===== src/rtl/ctrl_rw_sched_if.sv =====
// Request/grant, refresh handshake and command/start-pulse bundle of the
// DDR4 read/write command scheduler.
interface ctrl_rw_sched_if #(
   parameter int unsigned ADDR_W = 28
) ();
   logic              rd_req;
   logic [ADDR_W-1:0] rd_addr;
   logic              rd_gnt;
   logic              wr_req;
   logic [ADDR_W-1:0] wr_addr;
   logic              wr_gnt;
   logic              ref_req;
   logic              ref_ack;
   logic              cmd_valid;
   logic              cmd_is_rd;
   logic [ADDR_W-1:0] cmd_addr;
   logic              rd_start;
   logic              wr_start;
   logic              busy;

   modport master (
      output rd_req, rd_addr, wr_req, wr_addr, ref_req,
      input  rd_gnt, wr_gnt, ref_ack, cmd_valid, cmd_is_rd, cmd_addr,
             rd_start, wr_start, busy
   );

   modport slave (
      input  rd_req, rd_addr, wr_req, wr_addr, ref_req,
      output rd_gnt, wr_gnt, ref_ack, cmd_valid, cmd_is_rd, cmd_addr,
             rd_start, wr_start, busy
   );
endinterface


===== src/rtl/ctrl_rw_sched.sv =====
// DDR4 read/write command scheduler: round-robin grant with tCCD/turnaround
// spacing, delayed data-path start pulses and refresh drain/hold.
module ctrl_rw_sched #(
   parameter int unsigned ADDR_W       = 28,
   parameter int unsigned TCCD         = 4,
   parameter int unsigned T_RD2WR      = 8,
   parameter int unsigned T_WR2RD      = 16,
   parameter int unsigned RD_START_DLY = 14,
   parameter int unsigned WR_START_DLY = 10
) (
   input logic            CK_t,
   input logic            reset_n,
   ctrl_rw_sched_if.slave bus
);
   localparam int unsigned BLK_W = 5;
   localparam int unsigned SR_W  = 32;
   localparam logic [BLK_W-1:0] TCCD_M1  = BLK_W'(TCCD - 1);
   localparam logic [BLK_W-1:0] RD2WR_M1 = BLK_W'(T_RD2WR - 1);
   localparam logic [BLK_W-1:0] WR2RD_M1 = BLK_W'(T_WR2RD - 1);
   localparam logic [SR_W-1:0]  RD_TAP   = SR_W'(1) << RD_START_DLY;
   localparam logic [SR_W-1:0]  WR_TAP   = SR_W'(1) << WR_START_DLY;

   typedef enum logic [1:0] {NORMAL = 2'd0, DRAIN = 2'd1, HOLD = 2'd2} state_t;

   state_t            state, state_next;
   logic [BLK_W-1:0]  rd_blk, wr_blk, rd_blk_next, wr_blk_next, rd_blk_dec, wr_blk_dec;
   logic [SR_W-1:0]   rd_sr, wr_sr, rd_sr_next, wr_sr_next;
   logic              ptr, ptr_next;  // 0: read wins a tie
   logic              rd_elig_c, wr_elig_c, rd_gnt_c, wr_gnt_c;
   logic              cmd_valid, cmd_valid_next, cmd_is_rd, cmd_is_rd_next;
   logic [ADDR_W-1:0] cmd_addr, cmd_addr_next;
   logic              ref_ack, ref_ack_next, busy, busy_next;

   // Registered state, command and pulse pipelines
   always_ff @(posedge CK_t or negedge reset_n) begin
      if (!reset_n) begin
         state     <= NORMAL;
         rd_blk    <= '0;
         wr_blk    <= '0;
         rd_sr     <= '0;
         wr_sr     <= '0;
         ptr       <= 1'b0;
         cmd_valid <= 1'b0;
         cmd_is_rd <= 1'b0;
         cmd_addr  <= '0;
         ref_ack   <= 1'b0;
         busy      <= 1'b0;
      end else begin
         state     <= state_next;
         rd_blk    <= rd_blk_next;
         wr_blk    <= wr_blk_next;
         rd_sr     <= rd_sr_next;
         wr_sr     <= wr_sr_next;
         ptr       <= ptr_next;
         cmd_valid <= cmd_valid_next;
         cmd_is_rd <= cmd_is_rd_next;
         cmd_addr  <= cmd_addr_next;
         ref_ack   <= ref_ack_next;
         busy      <= busy_next;
      end
   end

   // Arbitration, spacing counters, start pipelines and refresh FSM
   always_comb begin
      state_next     = state;
      ptr_next       = ptr;
      cmd_is_rd_next = cmd_is_rd;
      cmd_addr_next  = cmd_addr;

      // Grants reopen in HOLD once refresh is released; never during a drain
      rd_elig_c = reset_n && bus.rd_req && (rd_blk == '0) && (state != DRAIN) && !bus.ref_req;
      wr_elig_c = reset_n && bus.wr_req && (wr_blk == '0) && (state != DRAIN) && !bus.ref_req;
      rd_gnt_c  = rd_elig_c && (!wr_elig_c || !ptr);
      wr_gnt_c  = wr_elig_c && !rd_gnt_c;
      if (rd_elig_c && wr_elig_c) ptr_next = !ptr;

      rd_blk_dec  = (rd_blk == '0) ? '0 : rd_blk - BLK_W'(1);
      wr_blk_dec  = (wr_blk == '0) ? '0 : wr_blk - BLK_W'(1);
      rd_blk_next = rd_blk_dec;
      wr_blk_next = wr_blk_dec;
      if (rd_gnt_c) begin
         rd_blk_next = (rd_blk_dec > TCCD_M1)  ? rd_blk_dec : TCCD_M1;
         wr_blk_next = (wr_blk_dec > RD2WR_M1) ? wr_blk_dec : RD2WR_M1;
      end else if (wr_gnt_c) begin
         wr_blk_next = (wr_blk_dec > TCCD_M1)  ? wr_blk_dec : TCCD_M1;
         rd_blk_next = (rd_blk_dec > WR2RD_M1) ? rd_blk_dec : WR2RD_M1;
      end

      rd_sr_next = (rd_sr >> 1) | (rd_gnt_c ? RD_TAP : '0);
      wr_sr_next = (wr_sr >> 1) | (wr_gnt_c ? WR_TAP : '0);

      cmd_valid_next = rd_gnt_c || wr_gnt_c;
      if (cmd_valid_next) begin
         cmd_is_rd_next = rd_gnt_c;
         cmd_addr_next  = rd_gnt_c ? bus.rd_addr : bus.wr_addr;
      end

      // Drain completes on the edge where every pipeline empties
      case (state)
         NORMAL:  if (bus.ref_req) state_next = DRAIN;
         DRAIN:   if (!cmd_valid_next && (rd_sr_next == '0) && (wr_sr_next == '0) &&
                      (rd_blk_next == '0) && (wr_blk_next == '0)) state_next = HOLD;
         HOLD:    if (!bus.ref_req) state_next = NORMAL;
         default: state_next = NORMAL;
      endcase

      ref_ack_next = (state_next == HOLD);
      busy_next    = cmd_valid_next || (rd_sr_next != '0) || (wr_sr_next != '0) ||
                     (state_next != NORMAL);
   end

   assign bus.rd_gnt    = rd_gnt_c;
   assign bus.wr_gnt    = wr_gnt_c;
   assign bus.cmd_valid = cmd_valid;
   assign bus.cmd_is_rd = cmd_is_rd;
   assign bus.cmd_addr  = cmd_addr;
   assign bus.rd_start  = rd_sr[0];
   assign bus.wr_start  = wr_sr[0];
   assign bus.ref_ack   = ref_ack;
   assign bus.busy      = busy;
endmodule

===== src/flat_wrapper.sv =====
// flat-port wrapper written by rule: the top's interface ports become plain ports
module ctrl_rw_sched_flat 
#(
   parameter int unsigned ADDR_W       = 28,
   parameter int unsigned TCCD         = 4,
   parameter int unsigned T_RD2WR      = 8,
   parameter int unsigned T_WR2RD      = 16,
   parameter int unsigned RD_START_DLY = 14,
   parameter int unsigned WR_START_DLY = 10
)
  (CK_t, reset_n, bus_rd_req, bus_rd_addr, bus_wr_req, bus_wr_addr, bus_ref_req, bus_rd_gnt, bus_wr_gnt, bus_ref_ack, bus_cmd_valid, bus_cmd_is_rd, bus_cmd_addr, bus_rd_start, bus_wr_start, bus_busy);
  ctrl_rw_sched_if #(.ADDR_W(ADDR_W)) bus_i ();
  input logic CK_t;
  input logic reset_n;
  input wire logic [$bits(bus_i.rd_req)-1:0] bus_rd_req;
  input wire logic [$bits(bus_i.rd_addr)-1:0] bus_rd_addr;
  input wire logic [$bits(bus_i.wr_req)-1:0] bus_wr_req;
  input wire logic [$bits(bus_i.wr_addr)-1:0] bus_wr_addr;
  input wire logic [$bits(bus_i.ref_req)-1:0] bus_ref_req;
  output wire logic [$bits(bus_i.rd_gnt)-1:0] bus_rd_gnt;
  output wire logic [$bits(bus_i.wr_gnt)-1:0] bus_wr_gnt;
  output wire logic [$bits(bus_i.ref_ack)-1:0] bus_ref_ack;
  output wire logic [$bits(bus_i.cmd_valid)-1:0] bus_cmd_valid;
  output wire logic [$bits(bus_i.cmd_is_rd)-1:0] bus_cmd_is_rd;
  output wire logic [$bits(bus_i.cmd_addr)-1:0] bus_cmd_addr;
  output wire logic [$bits(bus_i.rd_start)-1:0] bus_rd_start;
  output wire logic [$bits(bus_i.wr_start)-1:0] bus_wr_start;
  output wire logic [$bits(bus_i.busy)-1:0] bus_busy;
  assign bus_i.rd_req = bus_rd_req;
  assign bus_i.rd_addr = bus_rd_addr;
  assign bus_i.wr_req = bus_wr_req;
  assign bus_i.wr_addr = bus_wr_addr;
  assign bus_i.ref_req = bus_ref_req;
  assign bus_rd_gnt = bus_i.rd_gnt;
  assign bus_wr_gnt = bus_i.wr_gnt;
  assign bus_ref_ack = bus_i.ref_ack;
  assign bus_cmd_valid = bus_i.cmd_valid;
  assign bus_cmd_is_rd = bus_i.cmd_is_rd;
  assign bus_cmd_addr = bus_i.cmd_addr;
  assign bus_rd_start = bus_i.rd_start;
  assign bus_wr_start = bus_i.wr_start;
  assign bus_busy = bus_i.busy;
  ctrl_rw_sched #(.ADDR_W(ADDR_W), .TCCD(TCCD), .T_RD2WR(T_RD2WR), .T_WR2RD(T_WR2RD), .RD_START_DLY(RD_START_DLY), .WR_START_DLY(WR_START_DLY)) u_core (.CK_t(CK_t), .reset_n(reset_n), .bus(bus_i));
endmodule

===== config.mk =====
export PLATFORM = sky130hd
export DESIGN_NAME = ctrl_rw_sched_flat
export DESIGN_NICKNAME = d
export VERILOG_FILES = /design/src/rtl/ctrl_rw_sched_if.sv /design/src/rtl/ctrl_rw_sched.sv /design/src/flat_wrapper.sv
export SDC_FILE = /design/constraint.sdc
export NUM_CORES = 1
export LEC_CHECK = 0
export CAP_MARGIN = 5
export CORE_MARGIN = 3
export CORE_UTILIZATION = 45
export DETAILED_ROUTE_END_ITERATION = 16
export GPL_TIMING_DRIVEN = 0
export HOLD_SLACK_MARGIN = 0.1
export PLACE_DENSITY = 0.86
export SLEW_MARGIN = 10
export SYNTH_ARGS = -nofsm -noshare
export SYNTH_HDL_FRONTEND = slang
export SYNTH_SLANG_ARGS = --single-unit

===== constraint.sdc =====
create_clock -name CK_t -period 2.75 [get_ports CK_t]
set_input_delay 0.55 -clock CK_t [delete_from_list [all_inputs] [get_ports CK_t]]
set_output_delay 0.55 -clock CK_t [all_outputs]
set_load 0.01 [all_outputs]

# After elaboration in Yosys (flattened, before gate mapping)

Index checks and enable logic that the tools add are counted.

Flip-flop bits (word level): 109
Output and inout bits: 36
Word-level logic and storage cells: 75

Add/subtract/negate cells: 2
Magnitude comparators: 4
Equality and inequality tests: 4
Multiplexer cells: 17
Bitwise logic cells: 2
Reductions and logical operators: 35

Operators by type and width:

| kind                | number |
|---|---|
| $logic_not 32->1    | 2 |
| $or 31x32->32       | 2 |
| $reduce_bool 32->1  | 2 |
| $mux 5              | 10 |
| $mux 28             | 1 |
| $logic_not 5->1     | 4 |
| $logic_and 1x1->1   | 15 |
| $mux 15             | 1 |
| $mux 11             | 1 |
| $gt 5x2->1 const B  | 2 |
| $sub 5x1->5 const B | 2 |
| $mux 2              | 3 |
| $pmux 2 s3          | 1 |
| $gt 5x3->1 const B  | 1 |
| $gt 5x4->1 const B  | 1 |
| $logic_not 1->1     | 5 |
| $logic_or 1x1->1    | 5 |
| $eq 2x2->1 const B  | 2 |
| $eq 2x1->1 const B  | 1 |
| $logic_not 2->1     | 1 |
| $ne 2x1->1 const B  | 1 |
| $reduce_bool 2->1   | 1 |

# Longest topological paths before layout

Depth after elaboration: 19
Gate-level depth with buffers: 10
Mapped depth without buffers: 8

# Least setup slack after synthesis

No wires, ideal clock.

Kind: register -> output
From: reg u_core.wr_blk[0]
To: out bus_wr_gnt
Data arrival time: 1.758 ns
Required time: 2.200 ns
Setup slack: 0.442 ns
Stages on the path, launching flop included: 8
Path through: dfrtp_1 inv_1 ha_1 nor4b_4 nand4_4 or2_2 clkinv_1 buf_2

Cells in the longest elaborated chain, start to end: 9

Ends and longest elaborated chain:

| element                           | line                | RTL |
|---|---|---|
| start: declaration                | ctrl_rw_sched.sv:26 | `logic [BLK_W-1:0] rd_blk, wr_blk, rd_blk_next, wr_blk_next, rd_blk_dec, wr_blk_dec;` |
| start signal: assignment          | ctrl_rw_sched.sv:51 | `wr_blk <= wr_blk_next;` |
| $logic_not 5->1 *                 | ctrl_rw_sched.sv:72 | `wr_elig_c = reset_n && bus.wr_req && (wr_blk == '0) && (state != DRAIN) && !bus.ref_req;` |
| $logic_and 1x1->1 * (3 in series) | ctrl_rw_sched.sv:72 |  |
| $logic_not 1->1                   | ctrl_rw_sched.sv:73 | `rd_gnt_c = rd_elig_c && (!wr_elig_c \|\| !ptr);` |
| $logic_or 1x1->1                  | ctrl_rw_sched.sv:73 |  |
| $logic_and 1x1->1                 | ctrl_rw_sched.sv:73 |  |
| $logic_not 1->1                   | ctrl_rw_sched.sv:74 | `wr_gnt_c = wr_elig_c && !rd_gnt_c;` |
| $logic_and 1x1->1 *               | ctrl_rw_sched.sv:74 |  |
| end: declaration                  | flat_wrapper.sv:21  | `output wire logic [$bits(bus_i.wr_gnt)-1:0] bus_wr_gnt;` |

Mark *: on every way between the ends. The rest lies on a longest branch, timed or not.

# Worst setup path in the final report

From: in bus_ref_req
To: out bus_rd_gnt

Cells in the longest elaborated chain, start to end: 5
Elaborated cells on any way between the ends: 6
Those cells by class: reduce/logical: 6

Ends and longest elaborated chain:

| element             | line                                     | RTL |
|---|---|---|
| start: declaration  | flat_wrapper.sv:19                       | `input wire logic [$bits(bus_i.ref_req)-1:0] bus_ref_req;` |
| $logic_not 1->1 *   | ctrl_rw_sched.sv:71, ctrl_rw_sched.sv:72 |  |
| $logic_and 1x1->1   | ctrl_rw_sched.sv:72                      |  |
| $logic_not 1->1     | ctrl_rw_sched.sv:73                      |  |
| $logic_or 1x1->1    | ctrl_rw_sched.sv:73                      |  |
| $logic_and 1x1->1 * | ctrl_rw_sched.sv:73                      |  |
| end: declaration    | flat_wrapper.sv:20                       | `output wire logic [$bits(bus_i.rd_gnt)-1:0] bus_rd_gnt;` |

Marked as above.

==> results.md <==
- The flow ran to the end, and the final reports show no timing, DRC or antenna violations.
- The sequential area share after synthesis is 63.4%.
- After synthesis, the largest area contributor takes up 63.4% of total cell area.
- After synthesis, the netlist uses 47 different library cells.
- The worst setup path is of the input pin to output pin kind.
- In the routed design, unresolved DRC markers number 0.
- The Yosys step of the flow raised 0 warnings.
- The die outline height is 84.9 µm.
- The placed wire-length estimate is 5.19 mm.
- Measured on the finished design, the core utilization comes to 71.8%.
- The worst flop-to-flop path startpoint is u_core.wr_blk[0]$_DFF_PN0_.
- The die outline area is 0.00721 mm².
- After the first detailed-routing iteration, the DRC count stood at 239.
- Using the TritonRoute via totals, the vias-per-cell ratio works out to 5.50.
- Walking the worst path, the cells encountered are clkdlybuf4s50_1, nor2b_2, nand2_1, a311oi_4, buf_6, dlygate4sd2_1.
- In this run the tightest slew margin relative to its limit is 63.0%.
- The worst register-to-register path ends at u_core.bus.cmd_addr[12]$_DFFE_PN0P_.
- The number of global-route vias before repair is 2479.
- The global-route wire length before repair is 12.2 mm.
- The antenna diode count is 0.
- Dividing total power by cell area gives a power density of 838 mW/mm².
- For this run, global-route usage on met3 was measured as 8.64%.
- The worst clock skew is 0.00770 ns.
- The number of violations of the max-capacitance limit is 0.
- The global-route met1 utilization is 27.4%.
- The largest fanout on the critical path is 3.
- Setup repair after global routing left no endpoint under its margin.
- The number of antenna violations at the first check in global routing is 0.
- The instance count after placement with tap cells included is 390.
- The maximum VDD drop is 0.000516 V.
- The final layout contains 408 nets.
- The pin count of the biggest net entering global routing is 29.
- Registers take 0.00178 mm².
- The TritonCTS clock tree is built.
- For the worst setup path, the data arrival time is 2.08 ns.
- The category of the worst setup path capture point is an output pin.
- The share of the clock period used by the worst path after layout is 95.7%.
- The slowest library cell on the worst path is clkdlybuf4s50_1.
- For the finished layout, the period the worst path requires is 2.63 ns.
- Summed over all cells, the static leakage comes to 2.11 nW.
- The async set or reset register ratio after synthesis is 100%.
- The die is 84.9 µm wide.
- At the end of routability-driven placement, the weighted congestion stood at 0.798.
- The number of filler cells placed in the layout is 393.
- The data required time at the worst endpoint is 2.20 ns.
- Summing all multi-input logic gate instances after layout gives 881 µm².
- The depth of the most critical reg-to-reg path is 10.
- The number of nets handed over by synthesis was 281.
- The finished layout holds 424 standard cells, fillers aside.
- The highest-utilization routing layer at the global route stage is met2.
- The number of core rows is 28.
- In this run the register-to-register setup slack is 0.26 ns.
- The number of buffers inserted by port buffering is 96.
- The maximum clock rate is 380 MHz.
- The worst setup path is launched from an input pin.
- Of the cells placed in the final design, the portion with a size suffix greater than 1 is 17.8%.
- The final worst hold slack is 0.136 ns.
- The met2 track demand over resource is 35.4%.
- For this configuration, the core starts out at a cell density of 46.8%.
- Counting both buffers and inverters, the worst setup path holds a total of 3.
- The final wirelength is 7.58 mm.
- On the worst path, the slowest cell contributes a delay of 0.48 ns.
- The number of clock buffers added by TritonCTS is 9.
- The largest area contributor in the netlist is dfrtp_1.
- The tightest min-delay check is of the input pin to async pin type.
- Setup violations remaining at the end of the flow were counted as 0.
- The maximum clock path buffer count is 2.
- The worst setup margin is 0.119 ns.
- The accumulated negative setup slack is 0 ns.
- The number of stages on the worst setup path is 6.
- The clock transition at the registers of the reported paths is 0.07 ns.
- The most common cell in the netlist is dfrtp_1.
- The number of routed nets with antenna violations is 0.
- Ranked by total cell area, the synthesized netlist is headed by dfrtp_1, a222oi_1, inv_1.
- Ranked by instance count, the synthesized netlist is headed by dfrtp_1, inv_1, a222oi_1.
- The relative area change from synthesis to final layout is 53.4%.
- 97 I/O pins were placed.
- At the placement stage, the worst setup path has a slack of -0.775 ns.
- For this run, the detailed router's first-pass iteration total came to 9.
- The actual transition at the worst max-transition pin is 0.551 ns.
- The total count of max-transition violations in the final report is 0.
- Clock tree synthesis found a total of 71 sinks.
- The final number of hold-violating endpoints is 0.
- The residual overflow from global routing is 0.
- In the synthesized netlist the dominant register cell turns out to be dfrtp_1.
- The mean routed wirelength per cell is 17.9 µm.
- Each instance of the synthesized netlist takes up on average 12.9 µm².
- Across every metal layer, demand over resource in global routing totals 21.9%.
- The cell count after synthesis is 218.
- Broken down by cell family, the worst path's largest delay share belongs to buffers and inverters.
- The area of the mapped netlist is 0.00280 mm².
- The master cell of the clock root buffer is clkbuf_8.
- The H-tree depth reported by CTS is 3.
- The routed layout has 2334 vias.
- The total area inside the core boundary comes to 0.00599 mm².
- The source-to-sink clock delay at the later pin of the worst-skew pair is 0.33 ns.
- The number of synthesized flops with an enable pin is 0.
- The synthesis-stage register bit count is 71.
==> through the flow <==
stage          instance area [µm²]  total power [mW]
3_3_place_gp                  3860              2.65
5_1_grt                       4300              3.81
3_5_place_dp                  3880              2.71
2_1_floorplan                 2800              2.11
6_report                      4300              3.60
4_1_cts                       4230              3.54
==> registers in the layout (all words and copies together), names as in the netlist <==
name / cells
u_core.bus.cmd_addr: 28
u_core.bus.cmd_valid: 1
u_core.wr_blk: 5
u_core.bus.busy: 1
u_core.ptr: 1
u_core.rd_sr: 15
u_core.state: 2
u_core.bus.cmd_is_rd: 1
u_core.bus.ref_ack: 1
u_core.wr_sr: 11
u_core.rd_blk: 5
==> repair_timing <==
action / 4_1_cts / 5_1_grt
hold buffers: 1 / 0
gates resized for setup: 21 / 4
setup endpoints to repair: 2 / 1
pin swaps: 3 / 3
buffers inserted: 6 / 11
endpoints found under the hold margin: 28 / 0
cloned: 1 / 0
==> logic make-up after synthesis <==
| family | Yosys count | share of synthesized area, % |
|---|---|---|
| flops | 71 | 63.4 |
| compound gates | 53 | 17.4 |
| buf+inv | 46 | 6.78 |
| simple gates | 44 | 10.9 |
| xor+xnor | 2 | 0.625 |
| fa+ha+maj | 2 | 0.892 |
==> per-layer routing <==
metal  routed length, µm  vias up
met2                3730      108
met3                 644        6
met1                3130     1154
li1                    -     1066
met4                  78        0
met5                   0        -
==> area by class of cell <==
class | instances | share of cell area, %
Clock inverter | 2 | 0.378
Timing Repair Buffer | 116 | 27.3
Tap cell | 75 | 2.18
Inverter | 36 | 3.14
Multi-Input combinational cell | 101 | 20.5
Sequential cell | 71 | 41.3
Buffer | 10 | 1.57
Clock buffer | 13 | 3.69
==> where the power goes <==
group | internal (mW) | switching, mW | total, mW | leakage [nW]
clock | 0.374 | 0.357 | 0.731 | 0.0857
combinational | 0.786 | 0.616 | 1.40 | 1.08
sequential | 1.27 | 0.196 | 1.47 | 0.944
total | 2.43 | 1.17 | 3.60 | 2.11
==> how the worst max path moves through the flow <==
stage	slack (ns)	startpoint	end
after CTS	-0.07	u_core.rd_blk[0]$_DFF_PN0_	bus_wr_gnt
after floorplan	0.44	u_core.wr_blk[0]$_DFF_PN0_	bus_wr_gnt
after global placement	-2.89	reset_n	bus_rd_gnt
after detailed placement	-0.78	reset_n	bus_rd_gnt
final	0.12	bus_ref_req	bus_rd_gnt
after global routing	0.03	u_core.rd_blk[1]$_DFF_PN0_	bus_rd_gnt
==> layout by cell type (no fill, tap or decap), types with 3 or more instances in the layout <==
cell type and n:
a222oi_1 28, buf_2 4, buf_4 18, buf_6 3, clkbuf_1 5, clkbuf_8 11
clkdlybuf4s50_1 93, dfrtp_1 71, inv_1 30, inv_2 5, nand2_1 5, nand2b_1 4
nor2_1 7, nor3_1 3, nor4_1 6, o211ai_1 3
Note: power is estimated with default switching activity, not from simulation.
